$ cat src/rtl/brick_pkg.sv
// Shared types and sizing for the breakout brick wall: coordinate types,
// index widths and the collision-scan state encoding.
package brick_pkg;

    localparam int DEF_ROWS = 3;
    localparam int DEF_COLS = 8;
    localparam int NBRICKS  = DEF_ROWS * DEF_COLS;
    localparam int MAX_ROWS = 8;
    localparam int MAX_COLS = 16;

    localparam int ROW_W = $clog2(MAX_ROWS);
    localparam int COL_W = $clog2(MAX_COLS);
    localparam int IDX_W = $clog2(MAX_ROWS * MAX_COLS);

    // Screen coordinate as used by board, ball and pixel_generation.
    typedef logic [9:0]  coord_t;
    // One extra bit so sums and differences of coordinates never wrap.
    typedef logic [10:0] wcoord_t;

    typedef enum logic [1:0] {
        ST_IDLE,
        ST_SCAN,
        ST_REPORT
    } state_t;

endpackage

$ cat src/rtl/brick_overlap.sv
// Axis-aligned box overlap between the ball square and one brick rectangle,
// evaluated in 11-bit arithmetic so the right/bottom edges never wrap.
module brick_overlap
    import brick_pkg::*;
#(
    parameter int BRICK_W   = 56,
    parameter int BRICK_H   = 12,
    parameter int BALL_SIZE = 8
) (
    input  logic    [9:0]  ball_x,
    input  logic    [9:0]  ball_y,
    input  logic    [10:0] brick_x,
    input  logic    [10:0] brick_y,
    output logic           overlap
);

    wcoord_t bx_lo, by_lo, bx_hi, by_hi, kx_hi, ky_hi;

    always_comb begin
        bx_lo   = {1'b0, ball_x};
        by_lo   = {1'b0, ball_y};
        bx_hi   = bx_lo + wcoord_t'(BALL_SIZE);
        by_hi   = by_lo + wcoord_t'(BALL_SIZE);
        kx_hi   = brick_x + wcoord_t'(BRICK_W);
        ky_hi   = brick_y + wcoord_t'(BRICK_H);
        overlap = (bx_lo < kx_hi) && (brick_x < bx_hi) &&
                  (by_lo < ky_hi) && (brick_y < by_hi);
    end

endmodule

$ cat src/rtl/brick_wall.sv
// ROWS x COLS brick field: per-pixel live-brick lookup plus a one-brick-per-clock
// collision scan that destroys the lowest-index overlapping brick per ball update.
module brick_wall
    import brick_pkg::*;
#(
    parameter int COLS      = DEF_COLS,
    parameter int ROWS      = DEF_ROWS,
    parameter int ORIGIN_X  = 8,
    parameter int ORIGIN_Y  = 60,
    parameter int COL_SHIFT = 6,
    parameter int ROW_SHIFT = 4,
    parameter int BRICK_W   = 56,
    parameter int BRICK_H   = 12,
    parameter int BALL_SIZE = 8
) (
    input  logic       clk,
    input  logic       rst,
    input  logic       load,
    input  logic       ball_valid,
    input  logic [9:0] ball_x,
    input  logic [9:0] ball_y,
    input  logic [9:0] pix_x,
    input  logic [9:0] pix_y,
    output logic       brick_on,
    output logic       busy,
    output logic       hit,
    output logic [2:0] hit_row,
    output logic [3:0] hit_col,
    output logic [7:0] bricks_left,
    output logic       cleared
);

    localparam int NB = ROWS * COLS;

    logic [NB-1:0] alive;
    state_t        state;
    coord_t        lat_x, lat_y;
    logic [ROW_W-1:0] scan_row, pend_row;
    logic [COL_W-1:0] scan_col, pend_col;
    logic          pend_hit;

    // Pixel path: locate the brick cell under the pixel, then test the gap and liveness.
    wcoord_t dx, dy, pcol, prow;
    logic [IDX_W-1:0] pidx;
    logic [NB-1:0] pshift;
    logic          pix_hit;

    always_comb begin
        dx      = {1'b0, pix_x} - wcoord_t'(ORIGIN_X);
        dy      = {1'b0, pix_y} - wcoord_t'(ORIGIN_Y);
        pcol    = dx >> COL_SHIFT;
        prow    = dy >> ROW_SHIFT;
        pidx    = IDX_W'(prow * wcoord_t'(COLS) + pcol);
        pshift  = alive >> pidx;
        pix_hit = !dx[10] && !dy[10] &&
                  (pcol < wcoord_t'(COLS)) && (prow < wcoord_t'(ROWS)) &&
                  (wcoord_t'(dx[COL_SHIFT-1:0]) < wcoord_t'(BRICK_W)) &&
                  (wcoord_t'(dy[ROW_SHIFT-1:0]) < wcoord_t'(BRICK_H)) &&
                  pshift[0];
    end

    always_ff @(posedge clk) begin
        if (rst) brick_on <= 1'b0;
        else     brick_on <= pix_hit;
    end

    // Scan path: box of the brick currently addressed by the scan counters.
    wcoord_t brick_x, brick_y;
    logic [IDX_W-1:0] scan_idx;
    logic [NB-1:0] sshift;
    logic          scan_overlap, scan_last;

    always_comb begin
        brick_x   = wcoord_t'(ORIGIN_X) + (wcoord_t'(scan_col) << COL_SHIFT);
        brick_y   = wcoord_t'(ORIGIN_Y) + (wcoord_t'(scan_row) << ROW_SHIFT);
        scan_idx  = IDX_W'(scan_row) * IDX_W'(COLS) + IDX_W'(scan_col);
        sshift    = alive >> scan_idx;
        scan_last = (scan_row == ROW_W'(ROWS - 1)) && (scan_col == COL_W'(COLS - 1));
    end

    brick_overlap #(
        .BRICK_W  (BRICK_W),
        .BRICK_H  (BRICK_H),
        .BALL_SIZE(BALL_SIZE)
    ) u_overlap (
        .ball_x (lat_x),
        .ball_y (lat_y),
        .brick_x(brick_x),
        .brick_y(brick_y),
        .overlap(scan_overlap)
    );

    always_ff @(posedge clk) begin
        if (rst) begin
            alive       <= '1;
            bricks_left <= 8'(NB);
            state       <= ST_IDLE;
            busy        <= 1'b0;
            hit         <= 1'b0;
            hit_row     <= '0;
            hit_col     <= '0;
            cleared     <= 1'b0;
            lat_x       <= '0;
            lat_y       <= '0;
            scan_row    <= '0;
            scan_col    <= '0;
            pend_row    <= '0;
            pend_col    <= '0;
            pend_hit    <= 1'b0;
        end else if (load) begin
            alive       <= '1;
            bricks_left <= 8'(NB);
            cleared     <= 1'b0;
            state       <= ST_IDLE;
            busy        <= 1'b0;
            hit         <= 1'b0;
        end else begin
            hit <= 1'b0;
            case (state)
                ST_IDLE: begin
                    if (ball_valid) begin
                        lat_x    <= ball_x;
                        lat_y    <= ball_y;
                        scan_row <= '0;
                        scan_col <= '0;
                        pend_hit <= 1'b0;
                        busy     <= 1'b1;
                        state    <= ST_SCAN;
                    end
                end
                ST_SCAN: begin
                    if (sshift[0] && scan_overlap) begin
                        alive    <= alive & ~(NB'(1) << scan_idx);
                        pend_hit <= 1'b1;
                        pend_row <= scan_row;
                        pend_col <= scan_col;
                        state    <= ST_REPORT;
                    end else if (scan_last) begin
                        state <= ST_REPORT;
                    end else if (scan_col == COL_W'(COLS - 1)) begin
                        scan_col <= '0;
                        scan_row <= scan_row + 1'b1;
                    end else begin
                        scan_col <= scan_col + 1'b1;
                    end
                end
                ST_REPORT: begin
                    // The count guard keeps bricks_left from wrapping below zero.
                    if (pend_hit && bricks_left != 8'd0) begin
                        hit         <= 1'b1;
                        hit_row     <= pend_row;
                        hit_col     <= pend_col;
                        bricks_left <= bricks_left - 8'd1;
                        if (bricks_left == 8'd1) cleared <= 1'b1;
                    end
                    busy  <= 1'b0;
                    state <= ST_IDLE;
                end
                default: state <= ST_IDLE;
            endcase
        end
    end

endmodule

$ cat config.mk
export PLATFORM = sky130hd
export DESIGN_NAME = brick_wall
export DESIGN_NICKNAME = d
export VERILOG_FILES = /design/src/rtl/brick_pkg.sv /design/src/rtl/brick_overlap.sv /design/src/rtl/brick_wall.sv
export SDC_FILE = /design/constraint.sdc
export NUM_CORES = 1
export LEC_CHECK = 0
export CAP_MARGIN = 25
export CORE_AREA = 2 2 91 93
export CTS_CLUSTER_DIAMETER = 100
export DETAILED_ROUTE_END_ITERATION = 8
export DIE_AREA = 0 0 93 95
export PLACE_DENSITY = 0.84
export SYNTH_ARGS = -nofsm -noshare
export SYNTH_HDL_FRONTEND = slang
export SYNTH_SLANG_ARGS = --single-unit
export TNS_END_PERCENT = 100
$ cat constraint.sdc
create_clock -name clk -period 10.13 [get_ports clk]
set_input_delay 2.026 -clock clk [delete_from_list [all_inputs] [get_ports clk]]
set_output_delay 2.026 -clock clk [all_outputs]
set_load 0.02 [all_outputs]
After elaboration in Yosys (flattened, before gate mapping)
Cells that the tools add are included.
- flip-flop bits (word level): 80
- input bits: 44
- output and inout port bits: 19
- add/sub/neg operators: 13
- $lt $le $gt $ge: 8
- equality and inequality tests: 11
- shifts and indexed selects: 3
- mux-type cells: 20
- bitwise operators: 4
- reductions and logical operators: 31
- operators with widths (operator ; count):
    >> shifter 24 x 7 -> 1 bit ; 2
    AND 24 bit ; 1
    NOT 24 bit ; 1
    << shifter 1 x 7 -> 24 bit (first input constant) ; 1
    adder 10 x 4 -> 11 bit (second input constant) ; 2
    less-than comparator 10 x 11 -> 1 bit ; 2
    two-way mux 4 bit ; 4
    logical AND 1 bit ; 12
    two-way mux 3 bit ; 4
    AND reduction 3 bit ; 4
    adder 11 x 6 -> 11 bit (second input constant) ; 1
    adder 4 x 10 -> 11 bit (first input constant) ; 1
    less-than comparator 11 bit ; 1
    less-than comparator 8 x 11 -> 1 bit ; 1
    subtractor 10 x 4 -> 11 bit (second input constant) ; 1
    subtractor 10 x 6 -> 11 bit (second input constant) ; 1
    != test 2 bit (second input constant) ; 5
    adder 8 x 4 -> 9 bit (second input constant) ; 1
    adder 6 x 7 -> 8 bit (first input constant) ; 1
    equality test 8 x 1 -> 1 bit (second input constant) ; 1
    case mux 4 bit (2 select lines) ; 1
    AND reduction 2 bit ; 4
    nonzero test 8 bit ; 1
    subtractor 8 x 1 -> 8 bit (second input constant) ; 1
    other kinds (27) ; 36

Logic depth before layout (Yosys ltp)
- word-level depth: 9
- mapped depth: 16
- gate-level depth less buffers: 13

Cells and area by module
From an unflattened synthesis, not the netlist that was laid out.
- cells, all modules: 595
- area total of the unflattened synthesis: 5116.2 sq um
- by module, submodules not included (module ; instances ; cells each ; area an instance (sq um)):
    brick_wall ; 1 ; 435 ; 3857.4
    brick_overlap ; 1 ; 160 ; 1258.7

Worst setup path before layout
OpenSTA, ideal clock, no wires.
- path kind: in2reg
- start: input port pix_x[8]
- end: register brick_on
- data arrival time: 4.219 ns
- data required time: 10.011 ns
- slack: 5.792 ns
- stages: 9
- path through: or4_1 nor2_1 xor2_1 ha_1 inv_1 fa_1 mux4_2 nand2b_1 a21oi_1
- cells in the longest elaborated chain, start to end: 8
- elaborated cells between the ends (all ways): 11
- those cells by class: add/sub: 2; order compare: 1; shift: 1; reduce/logical: 7
- RTL lines (what ; RTL line ; text):
    from (decl) ; brick_wall.sv:22 ; input logic [9:0] pix_x,
    subtractor 10 x 4 -> 11 bit * ; brick_wall.sv:49 ; dx = {1'b0, pix_x} - wcoord_t'(ORIGIN_X);
    branches (longest 6 deep; another with adder 7 x 5 -> 7 bit) ; n/a ;
    logical AND 1 bit * ; brick_wall.sv:58 ; (wcoord_t'(dy[ROW_SHIFT-1:0]) < wcoord_t'(BRICK_H)) &&
    to (signal assigned) ; brick_wall.sv:64 ; else brick_on <= pix_hit;
    to (decl) ; brick_wall.sv:24 ; output logic brick_on,
Mark *: on every way between the ends.
A chain may end at the register's enable or synchronous reset.

Worst setup path after layout
- start: input port pix_x[6]
- end: register brick_on
Same word-level chain as after synthesis.

==> results.py <==
metrics = {
    "run_status": {
        "status": "finished, final reports clean",
    },
    "sta": {
        "max_freq_ghz": 0.218,
        "rsz0062_at_grt": "no",
        "clock_skew_ps": 12.2,
        "period_share_pct": 45.3,
        "max_slew_margin_pct": 41.8,
        "hold_violations": 0,
        "finalMaxSlewViolations": 0,
        "tightest_slew_ps": 872,
        "finalSetupViolations": 0,
        "fin_crit_ps": 4590,
        "setup_tns_ps": 0,
    },
    "clock_network": {
        "worst_skew_pair.late_latency_ps": 370,
        "post_cts.repair.setup_buffers": 0,
        "cts-root-buf": "clkbuf_8",
        "h-tree-depth": 3,
        "cts_tree": "built",
        "clk_path_buf_depth": 2,
        "cts.reportedPaths.clkPinSlew_ps": 90,
        "cts_hold_buf": 0,
        "post_cts_resized": 0,
        "numCtsBuffers": 9,
        "cts.sinks": 80,
    },
    "finish": {
        "area_growth_pct": 17.5,
        "final_design_area_no_fill_um2": 5340,
        "diodes": 0,
        "n_fill_cell": 660,
        "drive_gt1_share_pct": 6.87,
        "post-route-util_pct": 67.4,
        "layout.nets": 638,
    },
    "global_routing": {
        "grt_pass1_vias": 3829,
        "gr-total-overflow": 0,
        "grt_max_degree": 42,
        "track_usage_pct": 24.8,
        "grt_pass1_wl_mm": 17.6,
        "grt_antenna_before_repair": 0,
    },
    "synth": {
        "synth_edf_count": 0,
        "avgSynthCellArea_um2": 8.69,
        "syn_nets": 597,
        "yosysSeqAreaShare_pct": 35.2,
        "synthArstFlopShare_pct": 0,
        "synth_cells": 523,
        "synth_most_common_cell": "nand2_1",
        "ys.flop_type": "dfxtp_1",
        "synth_compound_area_share_pct": 14.8,
        "synth_top_area_share_pct": 35.2,
        "synth_mux_area_share_pct": 9.85,
        "synthAdderAreaFrac_pct": 8.42,
        "synth-simple-area-share_pct": 21.8,
        "synth_top_family_by_area": "simple AND/OR/NAND/NOR gates",
        "syn_area_um2": 4550,
        "synth-seq-cells": 80,
        "synth_area_leader_cell": "dfxtp_1",
        "ys_types": 53,
        "ys_top_cells_by_area": "dfxtp_1, ha_1, nand2_1",
        "yosys.area_share.xor_xnor_pct": 5.20,
        "yosysWarnings": 0,
        "ys_top_cells_by_count": "nand2_1, dfxtp_1, a21oi_1",
    },
    "worst_setup_path": {
        "crit_type": "primary input to flip-flop",
        "worst-path-max-fanout": 3,
        "crit_family": "simple AND/OR/NAND/NOR gates",
        "slowest_stage": "or4_1",
        "worst-path-buf-inv": 2,
        "crit_path_start_kind": "primary input",
        "path_cells": "clkdlybuf4s50_1, or4_1, nor2_1, xor2_1, ha_1, inv_1, fa_1, mux4_2, nand2b_1, a21oi_1",
        "end_kind": "flip-flop",
        "slowest_delay_ps": 550,
        "cp.arrival_ps": 4840,
        "cp.required_ps": 10380,
    },
    "drt": {
        "via_per_inst": 5.97,
        "drtIter0Drc": 277,
        "vias": 4018,
        "wl_mm": 10.6,
        "ant_nets": 0,
        "wl_per_cell_um": 15.7,
        "drcViolationCount": 0,
        "drt_first_pass_iters": 5,
    },
    "power": {
        "ir_drop_v": 0.0000882,
        "power_uw": 650,
        "powerDensity_nw_per_um2": 122,
        "leakagePower_uw": 0.00186,
    },
    "floorplan": {
        "die_h_um": 95,
        "core_um2": 7930,
        "rows": 33,
        "die_area_um2": 8840,
        "fp.dieW_um": 93,
        "pin_count": 63,
        "start_util_pct": 57.3,
    },
    "placed_design": {
        "placed_area_um2": 5130,
        "port_buffers": 57,
        "dp.final_hpwl_mm": 7.42,
        "gp_congestion": 0.857,
    },
    "hold_path": {
        "worstHoldPathType": "flip-flop to flip-flop",
    },
    "job": {
        "drv_cap": 0,
    },
}
## layout by cell type, fill, tap and decap left out, types with 4 or more instances in the layout
master           Yosys  layout
nand2_1             89      89
dfxtp_1             80      80
clkdlybuf4s50_1      0      57
a21oi_1             31      31
ha_1                29      29
nor2_1              28      28
inv_1               18      18
xnor2_1             14      14
nand3_1             14      14
nor3_1              14      14
o21ai_0             14      14
mux2i_1             14      14
xor2_1              13      13
o31ai_1             12      12
clkbuf_8             0      11
nor2b_1             10      10
mux4_2              10      10
nand2b_1             9       9
nor4_1               8       8
or3_1                6       6
mux2_2               6       6
o32a_1               6       6
a211oi_1             5       5
o41ai_1              5       5
and2_1               4       4
or4_1                4       4
nand4_1              4       4
buf_4                2       4
## through the flow
step	worst slack (ps)	instances	hold WS [ps]
floorplan	5790	523	433
global placement	5230	657	442
detailed placement	5170	657	454
CTS	5540	672	466
global route	5390	673	490
finish	5540	673	466
## state kept, by name (all words and copies together) (netlist names), 2 cells and up
register,count
state,2
lat_y,10
pend_row,3
hit_col,4
lat_x,10
scan_col,4
pend_col,4
alive,24
bricks_left,8
scan_row,3
hit_row,3
## worst register-to-register path, cell delays in order (launching register included)
cell	delay, ps
dfxtp_1	620
inv_1	210
ha_1	490
inv_1	80
ha_1	320
and3b_1	180
a311oi_1	310
a2111oi_0	190
or4_4	770
or3_1	580
mux2_4	360
## final timing paths
path                            startpoint                        to  slack (ps)  depth (start not counted)
hold / removal       lat_y[2]$_SDFFE_PP0P_     lat_y[2]$_SDFFE_PP0P_         470                          2
setup reg to reg  scan_row[0]$_SDFFE_PP0P_  pend_col[3]$_SDFFE_PP0P_        5920                         10
setup / recovery                  pix_x[6]       brick_on$_SDFF_PP0_        5540                         10
hold reg to reg      lat_y[2]$_SDFFE_PP0P_     lat_y[2]$_SDFFE_PP0P_         470                          2
## power by group
group | switching [uW] | total (uW) | internal, uW
Combinational | 43.7 | 79.0 | 35.4
Clock | 119 | 246 | 126
Sequential | 5.70 | 325 | 319
Total | 169 | 650 | 481
## cells by family (layout without fill, tap and decap cells)
group,after synthesis,count (layout)
flip-flops,80,80
buffers and inverters,49,94
AND/OR/NAND/NOR,206,206
adder cells (fa/ha/maj),30,30
XOR/XNOR,27,27
AO/OA/AOI/OAI,100,100
multiplexers,31,31
## cell type report
type | count | area (um2) | share of cell area [%]
multi-input cells | 394 | 2730 | 51.2
flip-flops and latches | 80 | 1600 | 30.0
repair buffers | 61 | 601 | 11.2
clock buffers | 11 | 151 | 2.84
well taps | 105 | 131 | 2.46
inverters | 18 | 67.6 | 1.27
clock inverters | 4 | 53.8 | 1.01
## layer usage
| metal | vias to the layer above | GRT usage [%] | wire (um) |
|---|---|---|---|
| li1 | 1960 | - | - |
| met1 | 1902 | 31.6 | 4590 |
| met2 | 138 | 41.8 | 5250 |
| met3 | 18 | 3.27 | 532 |
| met4 | 0 | 11.9 | 222 |
| met5 | - | 0 | 0 |
(Power assumes the default switching activity.)
